===== config.mk =====
export PLATFORM = sky130hd
export DESIGN_NAME = if_id_skid_reg
export DESIGN_NICKNAME = d
export VERILOG_FILES = /design/src/rtl/core_pipe_pkg.sv /design/src/rtl/pipe_slot.sv /design/src/rtl/if_id_skid_reg.sv
export SDC_FILE = /design/constraint.sdc
export NUM_CORES = 1
export LEC_CHECK = 0
export BUFFER_PORTS_ARGS = -buffer_cell sky130_fd_sc_hd__buf_2
export CORE_UTILIZATION = 55
export DETAILED_ROUTE_END_ITERATION = 7
export PLACE_DENSITY = 0.82
export REMOVE_ABC_BUFFERS = 1
export SYNTH_ARGS = -nofsm -noshare
export SYNTH_HDL_FRONTEND = slang
export SYNTH_SLANG_ARGS = --single-unit
export TNS_END_PERCENT = 50

===== constraint.sdc =====
create_clock -name clk -period 5 [get_ports clk]
set_input_delay 0.75 -clock clk [delete_from_list [all_inputs] [get_ports clk]]
set_output_delay 0.75 -clock clk [all_outputs]
set_load 0.02 [all_outputs]

===== src/rtl/core_pipe_pkg.sv =====
// rtl/core_pipe_pkg.sv - shared types and constants for the fetch/decode pipeline register
package core_pipe_pkg;

    localparam int XLEN = 32;
    localparam int ILEN = 32;
    localparam logic [31:0] NOP_INSTR = 32'h0000_0013;

    typedef enum logic [1:0] {
        EMPTY = 2'd0,
        BUSY  = 2'd1,
        FULL  = 2'd2
    } skid_state_t;

    typedef struct packed {
        logic [XLEN-1:0] pc;
        logic [ILEN-1:0] instr;
    } if_id_entry_t;

endpackage


===== src/rtl/pipe_slot.sv =====
// rtl/pipe_slot.sv - one pipeline entry with valid bit, load/clear and async reset
module pipe_slot #(
    parameter int W = 64
) (
    input  logic         clk,
    input  logic         rst_n,
    input  logic         load,
    input  logic         clear,
    input  logic [W-1:0] d,
    output logic         valid,
    output logic [W-1:0] q
);

    // clear drops only the valid bit so the last payload stays visible
    always_ff @(posedge clk or negedge rst_n) begin
        if (!rst_n) begin
            valid <= 1'b0;
            q     <= '0;
        end else if (clear) begin
            valid <= 1'b0;
        end else if (load) begin
            valid <= 1'b1;
            q     <= d;
        end
    end

endmodule


===== src/rtl/if_id_skid_reg.sv =====
// rtl/if_id_skid_reg.sv - fetch-to-decode register with skid buffer, flush and NOP bubbles
module if_id_skid_reg #(
    parameter int          XLEN      = core_pipe_pkg::XLEN,
    parameter int          ILEN      = core_pipe_pkg::ILEN,
    parameter logic [ILEN-1:0] NOP_INSTR = core_pipe_pkg::NOP_INSTR,
    parameter int          PC_INC    = 4
) (
    input  logic            clk,
    input  logic            rst_n,
    input  logic            in_valid,
    output logic            in_ready,
    input  logic [XLEN-1:0] in_pc,
    input  logic [ILEN-1:0] in_instr,
    input  logic            flush,
    output logic            out_valid,
    input  logic            out_ready,
    output logic [XLEN-1:0] out_pc,
    output logic [XLEN-1:0] out_pc_plus4,
    output logic [ILEN-1:0] out_instr
);
    import core_pipe_pkg::*;

    localparam int W = XLEN + ILEN;

    skid_state_t    state, state_n;
    logic           accept, consume;
    logic           main_load, main_clear, skid_load, skid_clear;
    logic [W-1:0]   main_d, main_q, skid_q;
    logic           main_valid, skid_valid;

    pipe_slot #(.W(W)) u_main (
        .clk(clk), .rst_n(rst_n), .load(main_load), .clear(main_clear),
        .d(main_d), .valid(main_valid), .q(main_q)
    );

    pipe_slot #(.W(W)) u_skid (
        .clk(clk), .rst_n(rst_n), .load(skid_load), .clear(skid_clear),
        .d({in_pc, in_instr}), .valid(skid_valid), .q(skid_q)
    );

    assign accept  = in_valid & in_ready;
    assign consume = main_valid & out_ready;

    always_comb begin
        state_n    = state;
        main_load  = 1'b0;
        main_clear = 1'b0;
        skid_load  = 1'b0;
        skid_clear = 1'b0;
        main_d     = {in_pc, in_instr};
        if (flush) begin
            state_n    = EMPTY;
            main_clear = 1'b1;
            skid_clear = 1'b1;
        end else begin
            case (state)
                EMPTY: if (accept) begin
                    main_load = 1'b1;
                    state_n   = BUSY;
                end
                BUSY: begin
                    if (accept && consume) begin
                        main_load = 1'b1;
                    end else if (accept) begin
                        skid_load = 1'b1;
                        state_n   = FULL;
                    end else if (consume) begin
                        main_clear = 1'b1;
                        state_n    = EMPTY;
                    end
                end
                FULL: if (consume && skid_valid) begin
                    main_d     = skid_q;
                    main_load  = 1'b1;
                    skid_clear = 1'b1;
                    state_n    = BUSY;
                end
                default: state_n = EMPTY;
            endcase
        end
    end

    // in_ready is a flop so decode backpressure never reaches fetch combinationally
    always_ff @(posedge clk or negedge rst_n) begin
        if (!rst_n) begin
            state    <= EMPTY;
            in_ready <= 1'b1;
        end else begin
            state    <= state_n;
            in_ready <= (state_n != FULL);
        end
    end

    assign out_valid    = main_valid;
    assign out_pc       = main_q[W-1:ILEN];
    assign out_pc_plus4 = out_pc + XLEN'(PC_INC);
    assign out_instr    = main_valid ? main_q[ILEN-1:0] : NOP_INSTR;

endmodule

After elaboration in Yosys (flattened, before gate mapping)

Index checks and enable logic that the tools add are counted.

Flip-flop bits (word level): 133
Output and inout port bits: 98
Word-level logic and storage cells: 51

Mux-type cells: 30
Bitwise logic cells: 4
Reductions and logical operators: 7
Equality and inequality tests: 3
Add/sub/neg operators: 1

Operator list:

| kind                                                 | number |
|---|---|
| 2-to-1 mux 64 bit                                    | 3 |
| adder 32 x 3 -> 32 bit (second input constant)       | 1 |
| 2-to-1 mux 32 bit                                    | 1 |
| 2-to-1 mux 1 bit                                     | 18 |
| 2-to-1 mux 2 bit                                     | 6 |
| case mux 2 bit (3 select lines)                      | 1 |
| AND reduction 2 bit                                  | 2 |
| nonzero test 2 bit                                   | 2 |
| case mux 1 bit (3 select lines)                      | 1 |
| AND 1 bit                                            | 2 |
| equality test 2 x 1 -> 1 bit (second input constant) | 1 |
| equality test 2 bit (second input constant)          | 1 |
| logical AND 1 bit                                    | 2 |
| logical NOT 2 bit                                    | 1 |
| inequality test 2 bit (second input constant)        | 1 |
| NOT 1 bit                                            | 2 |

Longest topological paths before layout

Gate-level depths: netlist of run 1.

Depth in word-level cells: 8
Depth in mapped cells: 6
Depth with buffers taken out: 5

Modules after synthesis

Synthesis of run 1 repeated with hierarchy kept, for this count alone.

Cell total of the unflattened synthesis: 496
Area, all modules: 7280.7 µm²

By module, submodules not included:

| module         | area an instance (µm²) | cells an instance | instances |
|---|---|---|---|
| pipe_slot      | 2733.9                 | 139               | 2 |
| if_id_skid_reg | 1813.0                 | 218               | 1 |

Worst setup path before layout of run 1

OpenSTA, ideal clock, no wires.

Path kind: register to output
From: register u_main.q[39]
To: output port out_pc_plus4[31]
Arrival: 1.793 ns
Stages on the path, launching flop included: 5
Path slack: 2.457 ns
Required time: 4.250 ns
Path through: dfrtp_1 -> nand4_1 -> nor4_2 -> nand4_1 -> xnor2_1

Word-level cells in the longest chain between the ends: 1

RTL lines:

| element                | RTL line             | source |
|---|---|---|
| start, declared        | pipe_slot.sv:11      | `output logic [W-1:0] q` |
| start signal, assigned | pipe_slot.sv:18      | `q <= '0;` |
| start signal, assigned | pipe_slot.sv:23      | `q <= d;` |
| adder 32 x 3 -> 32 bit | if_id_skid_reg.sv:96 | `assign out_pc_plus4 = out_pc + XLEN'(PC_INC);` |
| end, declared          | if_id_skid_reg.sv:18 | `output logic [XLEN-1:0] out_pc_plus4,` |

Every way passes these cells.

Worst setup path in the final report of run 1

From: register u_main.q[34]
To: output port out_pc_plus4[24]

The elaborated chain is that of the path after synthesis.

==> results.tsv, run 1 <==
stage	metric	value	unit
run_status	status	finished clean	
pwr	peakVddDrop	0.0003087	V
worst_setup_path	cp-endpoint	out_pc_plus4[24]	
yosys	synth_top_family_by_area	multiplexers	
worst_setup_path	ff2ff_path_depth	4	
worst_setup_path	regToRegStartpoint	u_main.valid	
yosys	async_reset_ff_frac	1.000	
clock_network	tritoncts.num_buffers	17	
final_layout	area_delta_synth_final	16.42	%
yosys	synth_compound_gate_area_share	0.008140	
worst_setup_path	reg2reg_to	u_skid.q[38]	
clock_network	clockBufferDepth	2	
placement	place_congestion	0.7915	
yosys	synthFlopType	dfrtp_1	
timing	max_freq	286.6	MHz
clock_network	cts.sinks	133	
worst_setup_path	worstPathArrival	2.74	ns
yosys	synthAdderAreaFrac	0.001770	
routing	wl_per_cell	16.70	um
clock_network	path_clk_slew	0.06	ns
flow_run	drv_cap	0	
routing	drt-vias-per-instance	5.341	
final_layout	final_cell_mix	buf_2 (165), dfrtp_1 (132), mux2_2 (125)	
timing	min_period_over_period	0.6977	
global_routing	grt_use_total	0.2210	
clock_network	cts_tree	built	
floorplan	ios	167	
timing	fin_ws	1.511	ns
yosys	synthMuxAreaShare	0.3350	
final_layout	layout-drive-gt1-share	0.5801	
yosys	yosys.area_share.simple	0.08193	
timing	worst_slew_pin_slew	1.130	ns
floorplan	die_area	13310	um^2
yosys	ys_ff_latch	133	
yosys	synth_edf_count	0	
timing	slew_violations	0	
routing	drc_errors	0	
placement	portBuffers	166	
timing	max_slew_margin	0.2469	
yosys	netlist_area	7071	um^2
yosys	syn_area_per_cell	13.52	um^2
routing	vias	4454	
pwr	p_per_area	474.8	nW/um^2
yosys	synth_xor_xnor_area_share	0.03468	
clock_network	cts_resized	0	
worst_setup_path	cp_slowest_cell	nor4bb_2	
worst_setup_path	path_cells	ha_1 > and4_1 > nor4bb_2 > nand4_1 > xnor2_1 > buf_2	
yosys	yosys_warnings	0	
worst_setup_path	critical-path-max-stage-delay	0.82	ns
routing	first_pass_iters	4	
placement	post-place-ws	1.758	ns
worst_setup_path	worstPathMaxFanout	8	
global_routing	grt_first_pass_wirelength	22300	um
floorplan	core	12570	um^2
final_layout	seqCellArea	3329	um^2
global_routing	grt_antenna_before_repair	1	
clock_network	holdBufCountCts	0	
floorplan	start_util	0.5626	
placement	dp_hpwl	9382	um
clock_network	insertion_delay	0.41	ns
worst_setup_path	cp.required	4.25	ns
worst_hold_path	min_path_type	input pin to asynchronous set/reset pin	
timing	final_hold_viol_count	0	
yosys	yosysSeqAreaShare	0.4709	
yosys	synth.distinct_cells	39	
global_routing	overflow	0	
global_routing	grt_pass1_vias	4622	
final_layout	final_nets	720	
final_layout	n_antenna_cell	0	
routing	ant_nets	0	
routing	routed_wl	13930	um
worst_setup_path	worst-setup-path-type	flip-flop to primary output	
timing	fin_crit	3.489	ns
pwr	p_leak	4.028	nW
worst_setup_path	end_kind	primary output	
timing	fin_hold_ws	0.4254	ns
worst_setup_path	rrSetupSlack	1.78	ns
routing	drtIter0Drc	132	
clock_network	cts_root_buf	clkbuf_16	
worst_setup_path	worst_setup_path_start_kind	flip-flop	
floorplan	die_y	115.4	um
worst_setup_path	crit_start	u_main.q[34]	
floorplan	num_rows	41	
clock_network	htreeDepth	4	
yosys	netlist_instances	523	
timing	final.setup_skew	0.005680	ns
global_routing	grt_max_degree	101	
final_layout	layout_commonest_cell	buf_2	
timing	fin_setup_tns	0	ns
timing	setup_viol	0	
floorplan	die_width	115.4	um
final_layout	multiInputGateArea	3286	um^2
pwr	power	3.908	mW
timing	rsz0062_at_grt	no	
clock_network	cts_setup_buffers	0	
final_layout	nFillCells	932	
==> layer usage <==
layer  GRT usage  vias up  share of wire
met5           0        -              0
met4     0.09264        0          0.014
met3     0.07222       23          0.060
met2      0.3657      141           0.50
met1      0.2653     2236           0.43
li1            -     2054              -
==> cells in the mapped netlist, drive strengths merged (2+ instances only) <==
master  count  area, um^2
a21oi       4       20.02
and2       31       193.9
and3        5       31.28
and4        3       26.28
buf        55       440.4
clkbuf      6       22.52
dfrtp     132        3303
inv         4       15.01
mux2      186        2308
mux2i       6       60.06
nand2      11       41.29
nand3      13       65.06
nand3b      2       15.01
nand4      13       81.33
nor2        5       35.03
nor3        3       15.01
nor4        2       18.77
or2b        2       15.01
xnor2      21       183.9
xor2        7       61.31
==> worst min path at each step <==
stage,to,cells after the start,start
4_1_cts,u_skid.q[3],1,rst_n
3_3_place_gp,u_skid.q[40],1,u_skid.q[40]
5_1_grt,u_skid.q[11],1,u_skid.q[11]
3_5_place_dp,u_skid.q[11],1,u_skid.q[11]
2_1_floorplan,state[0],0,rst_n
6_report,state[1],1,rst_n
==> layout make-up <==
cell class	instances	share of cell area
clock buffer	26	0.05943
clock inverter	5	0.003040
inverter	4	0.001824
multi-input combinational	325	0.3991
sequential	133	0.4045
tap	172	0.02614
timing repair buffer	169	0.1059
==> through the flow <==
step             util  cells  instance area (um^2)
2_1_floorplan       -    462                  6608
3_3_place_gp   0.6140    803                  7717
3_5_place_dp   0.6140    803                  7717
4_1_cts        0.6550    834                  8232
5_1_grt        0.6550    834                  8232
6_report       0.6550    834                  8232
==> flip-flops by register name, indices dropped and copies added, names as in the netlist <==
name and cells:
u_skid.q 64, u_main.valid 1, in_ready 1, state 2
u_main.q 64, u_skid.valid 1
==> power by group <==
group          switching (mW)  internal (mW)  leakage (nW)
Combinational           0.539          0.547          2.18
Clock                   0.426          0.665         0.258
Sequential              0.272           1.46          1.59
Total                    1.24           2.67          4.03
==> worst max-delay path: cells and delay by family (launching register included) <==
family,cells,cell delay [ns]
xor+xnor,1,0.18
fa+ha+maj,1,0.23
buf+inv,1,0.18
flops,1,0.40
simple gates,3,1.34
==> kinds of logic (layout without fill, tap and decap cells) <==
kind of cell	count (synthesis)	in the layout
adders and majority gates	1	1
and+or+nand+nor	95	95
DFF	133	133
xor gates and xnor gates	28	28
AOI/OAI and AO/OA	9	9
buffers and inverters	65	204
muxes	192	192
Note: power is estimated with default switching activity, not from simulation.
==> inputs of run 2 (changes only) <==
CORE_UTILIZATION = 49   (was 55)
PLACE_DENSITY = 0.78   (was 0.82)
clock period = 2.95 ns   (was 5 ns; I/O delays follow)
==> results.tsv, run 2 (synthesized netlist as in run 1, its figures left out) <==
stage	metric	value	unit
final_layout	area_delta_synth_final	20.12	%
timing	final_hold_viol_count	0	
routing	drtIter0Drc	129	
floorplan	die_area	14910	um^2
worst_setup_path	worst_setup_path_start_kind	flip-flop	
worst_setup_path	worst-setup-path-type	flip-flop to primary output	
clock_network	insertion_delay	0.42	ns
final_layout	layout-drive-gt1-share	0.5976	
pwr	power	7.208	mW
routing	drc_errors	0	
routing	wl_per_cell	17.11	um
global_routing	grt_pass1_vias	4679	
placement	post-place-ws	0.5501	ns
worst_setup_path	end_kind	primary output	
global_routing	grt_antenna_before_repair	1	
floorplan	core	13990	um^2
worst_setup_path	worstPathMaxFanout	8	
clock_network	htreeDepth	4	
pwr	p_leak	4.143	nW
clock_network	clockBufferDepth	2	
timing	rsz0062_at_grt	no	
timing	final.setup_skew	0.009180	ns
routing	ant_nets	0	
final_layout	final_util	0.6072	
worst_hold_path	min_path_type	input pin to asynchronous set/reset pin	
worst_setup_path	cp_slowest_cell	dfrtp_1	
pwr	p_per_area	848.7	nW/um^2
worst_setup_path	crit_family	simple AND/OR/NAND/NOR gates	
timing	max_slew_margin	0.5295	
worst_setup_path	cp_num_buf_inv	2	
timing	max_freq	359.3	MHz
final_layout	final_nets	728	
routing	vias	4523	
run_status	status	finished clean	
final_layout	n_antenna_cell	0	
global_routing	overflow	0	
pwr	peakVddDrop	0.0004216	V
timing	slew_violations	0	
placement	dp_hpwl	9975	um
clock_network	cts_tree	built	
final_layout	nFillCells	1107	
routing	first_pass_iters	4	
global_routing	grt_use_total	0.2016	
final_layout	layout_commonest_cell	buf_2	
clock_network	tritoncts.num_buffers	17	
placement	place_inst	819	
timing	fin_crit	2.783	ns
global_routing	grt_max_degree	74	
floorplan	start_util	0.5055	
placement	place_congestion	0.8117	
flow_run	drv_cap	0	
worst_setup_path	path_cells	ha_1 > and4_2 > nor4bb_2 > buf_4 > nand4_1 > xnor2_1 > buf_2	
worst_setup_path	regToRegStartpoint	u_main.valid	
worst_setup_path	critical-path-max-stage-delay	0.40	ns
final_layout	reg_top3	u_main.q (64), u_skid.q (64), state (2)	
worst_setup_path	ff2ff_path_depth	6	
floorplan	die_y	122.1	um
worst_setup_path	reg2reg_to	u_skid.q[48]	
timing	fin_ws	0.1671	ns
clock_network	cts.sinks	133	
worst_setup_path	rrSetupSlack	0.60	ns
clock_network	path_clk_slew	0.06	ns
clock_network	cts_setup_buffers	0	
clock_network	cts_root_buf	clkbuf_16	
timing	fin_setup_tns	0	ns
worst_setup_path	worstPathArrival	2.34	ns
floorplan	num_rows	43	
final_layout	final_cell_mix	buf_2 (165), dfrtp_1 (132), mux2_2 (125)	
final_layout	fin_cells	851	
worst_setup_path	cp.depth	7	
timing	setup_viol	0	
placement	portBuffers	166	
floorplan	ios	167	
routing	drt-vias-per-instance	5.315	
worst_setup_path	cp.required	2.51	ns
worst_setup_path	crit_start	u_main.q[34]	
timing	min_period_over_period	0.9433	
routing	routed_wl	14560	um
timing	worst_slew_pin_slew	0.7058	ns
floorplan	die_width	122.1	um
global_routing	grt_first_pass_wirelength	22980	um
-- run 2: stage by stage --
stage | hold slack [ns] | area [um^2]
2_1_floorplan | 0.1469 | 6608
6_report | 0.02706 | 8493
3_5_place_dp | 0.4750 | 7806
5_1_grt | 0.07495 | 8493
3_3_place_gp | 0.4673 | 7806
4_1_cts | 0.05984 | 8484
-- run 2: layout make-up --
class / instances / area [um^2] / area share
tap: 180 / 225.2 / 0.02652
clock inverter: 15 / 252.7 / 0.02976
inverter: 4 / 15.01 / 0.001768
multi-input combinational: 325 / 3288 / 0.3872
clock buffer: 17 / 425.4 / 0.05009
timing repair buffer: 177 / 957.2 / 0.1127
sequential: 133 / 3329 / 0.3920
-- run 2: what timing repair did --
item,in CTS,in global routing
hold buffers,0,0
setup endpoints to repair,0,4
gates resized for setup,0,3
hold endpoints to repair,0,0
-- run 2: power by group --
part | switching [mW] | leakage [nW] | internal (mW)
clock | 0.821 | 0.324 | 1.59
sequential | 0.450 | 1.59 | 2.47
combinational | 0.940 | 2.23 | 0.934
total | 2.21 | 4.14 | 5.00
-- run 2: how the worst max path moves through the flow --
stage	end	slack, ns
2_1_floorplan	u_main.q[0]	-1.66
4_1_cts	out_pc_plus4[26]	0.09
5_1_grt	out_pc_plus4[22]	0.008
3_5_place_dp	out_pc_plus4[22]	0.55
6_report	out_pc_plus4[26]	0.17
3_3_place_gp	out_pc_plus4[26]	0.54
-- run 2: layer usage --
layer  part of all wire  GRT usage
met5             0.0011          0
met2               0.48     0.3217
met4              0.012    0.07241
met1               0.44     0.2511
met3              0.065    0.07303
==> inputs of run 3 (changes only) <==
CORE_MARGIN = 10   (was unset)
SETUP_SLACK_MARGIN = 0.1   (was unset)
==> results.tsv, run 3 (synthesized netlist as in run 1, its figures left out) <==
stage	metric	value	unit
timing	setup_viol	0	
clock_network	insertion_delay	0.41	ns
global_routing	grt_first_pass_wirelength	25590	um
floorplan	die_area	19640	um^2
floorplan	ios	167	
placement	dp_hpwl	11620	um
worst_setup_path	cp_slowest_cell	dfrtp_1	
final_layout	area_delta_synth_final	20.69	%
clock_network	cts.sinks	133	
timing	worst_slew_pin_slew	0.7034	ns
floorplan	start_util	0.5055	
timing	max_slew_margin	0.5311	
routing	first_pass_iters	4	
final_layout	nFillCells	1097	
clock_network	htreeDepth	4	
final_layout	n_antenna_cell	0	
routing	drt-vias-per-instance	5.328	
global_routing	grt_pass1_vias	5066	
placement	place_congestion	0.8040	
floorplan	num_rows	43	
final_layout	layout-drive-gt1-share	0.6012	
global_routing	grt_antenna_before_repair	2	
worst_setup_path	cp.required	2.51	ns
floorplan	core	13990	um^2
timing	fin_crit	2.714	ns
routing	drc_errors	0	
final_layout	reg_top3	u_main.q (64), u_skid.q (64), state (2)	
worst_setup_path	end_kind	primary output	
pwr	peakVddDrop	0.0004936	V
global_routing	grt_max_degree	74	
worst_hold_path	min_path_type	input pin to asynchronous set/reset pin	
timing	rsz0062_at_grt	no	
global_routing	grt_use_total	0.1586	
timing	final_hold_viol_count	0	
floorplan	die_width	140.1	um
worst_setup_path	crit_family	simple AND/OR/NAND/NOR gates	
worst_setup_path	cp_num_buf_inv	2	
timing	final.setup_skew	0.006559	ns
final_layout	final_nets	734	
routing	ant_nets	0	
clock_network	holdBufCountCts	0	
routing	wl_per_cell	18.19	um
final_layout	final_cell_mix	buf_2 (165), dfrtp_1 (132), mux2_2 (125)	
worst_setup_path	path_cells	nand4_1 > nor4_2 > buf_4 > nand4_1 > xnor2_1 > buf_2	
final_layout	final_util	0.6100	
worst_setup_path	worst-setup-path-type	flip-flop to primary output	
routing	vias	4566	
timing	min_period_over_period	0.9200	
floorplan	die_y	140.1	um
clock_network	cts_tree	built	
worst_setup_path	worstPathMaxFanout	10	
routing	drtIter0Drc	150	
clock_network	clockBufferDepth	2	
flow_run	drv_cap	0	
timing	max_freq	368.4	MHz
pwr	power	7.055	mW
clock_network	tritoncts.num_buffers	17	
clock_network	cts_root_buf	clkbuf_16	
worst_setup_path	critical-path-max-stage-delay	0.47	ns
routing	routed_wl	15590	um
timing	slew_violations	0	
final_layout	final_area	8533	um^2
final_layout	fin_cells	857	
placement	portBuffers	166	
final_layout	layout_commonest_cell	buf_2	
placement	postPlaceCellArea	7866	um^2
run_status	status	finished clean	
global_routing	overflow	0	
pwr	p_leak	4.174	nW
worst_setup_path	crit_path_frequent_cell	nand4_1	
worst_setup_path	worst_setup_path_start_kind	flip-flop	
placement	place_inst	822	
worst_setup_path	worstPathArrival	2.27	ns
pwr	p_per_area	826.8	nW/um^2
clock_network	path_clk_slew	0.06	ns
timing	fin_setup_tns	0	ns
[run 3: report_power, final]
group          switching (mW)  internal [mW]  total [mW]  leakage (nW)
sequential              0.460           2.47        2.93          1.59
clock                   0.776           1.43        2.21         0.299
combinational           0.957          0.957        1.91          2.29
[run 3: worst paths after layout]
| kind | startpoint | to | slack, ns | cells past startpoint |
|---|---|---|---|---|
| max reg2reg | u_main.valid | u_main.q[39] | 0.56 | 6 |
| max in group asynchronous | rst_n | u_skid.q[46] | 2.13 | 2 |
| max | u_main.q[39] | out_pc_plus4[31] | 0.24 | 6 |
| min in group clk | in_instr[11] | u_skid.q[11] | 0.27 | 2 |
| min reg2reg | u_skid.q[40] | u_skid.q[40] | 0.49 | 1 |
| min | rst_n | u_skid.q[16] | 0.04 | 1 |
[run 3: routing by layer]
layer | vias up | GRT usage | part of all wire
li1 | 2091 | - | -
met1 | 2321 | 0.1768 | 0.41
met2 | 130 | 0.2683 | 0.50
met3 | 20 | 0.06694 | 0.082
met4 | 4 | 0.05109 | 0.012
met5 | - | 0 | 0.0017
[run 3: repair_timing]
item | 4_1_cts | 5_1_grt
resized for setup | 0 | 6
endpoints found under the setup margin | 0 | 7
buffers inserted | 0 | 3
[run 3: area by class of cell]
type	count	area, um^2	area share
Tap cell	180	225.2	0.02639
Sequential cell	133	3329	0.3902
Timing Repair Buffer	183	1040	0.1218
Clock inverter	13	180.2	0.02111
Clock buffer	19	442.9	0.05191
Inverter	4	15.01	0.001760
Multi-Input combinational cell	325	3301	0.3868
[run 3: metrics by stage]
stage / setup slack (ns) / hold WS (ns)
5_1_grt: 0.1145 / 0.07460
4_1_cts: 0.1525 / 0.06001
6_report: 0.2359 / 0.03680
3_5_place_dp: 0.5718 / 0.4805
3_3_place_gp: 0.6261 / 0.4690
2_1_floorplan: -1.661 / 0.1469
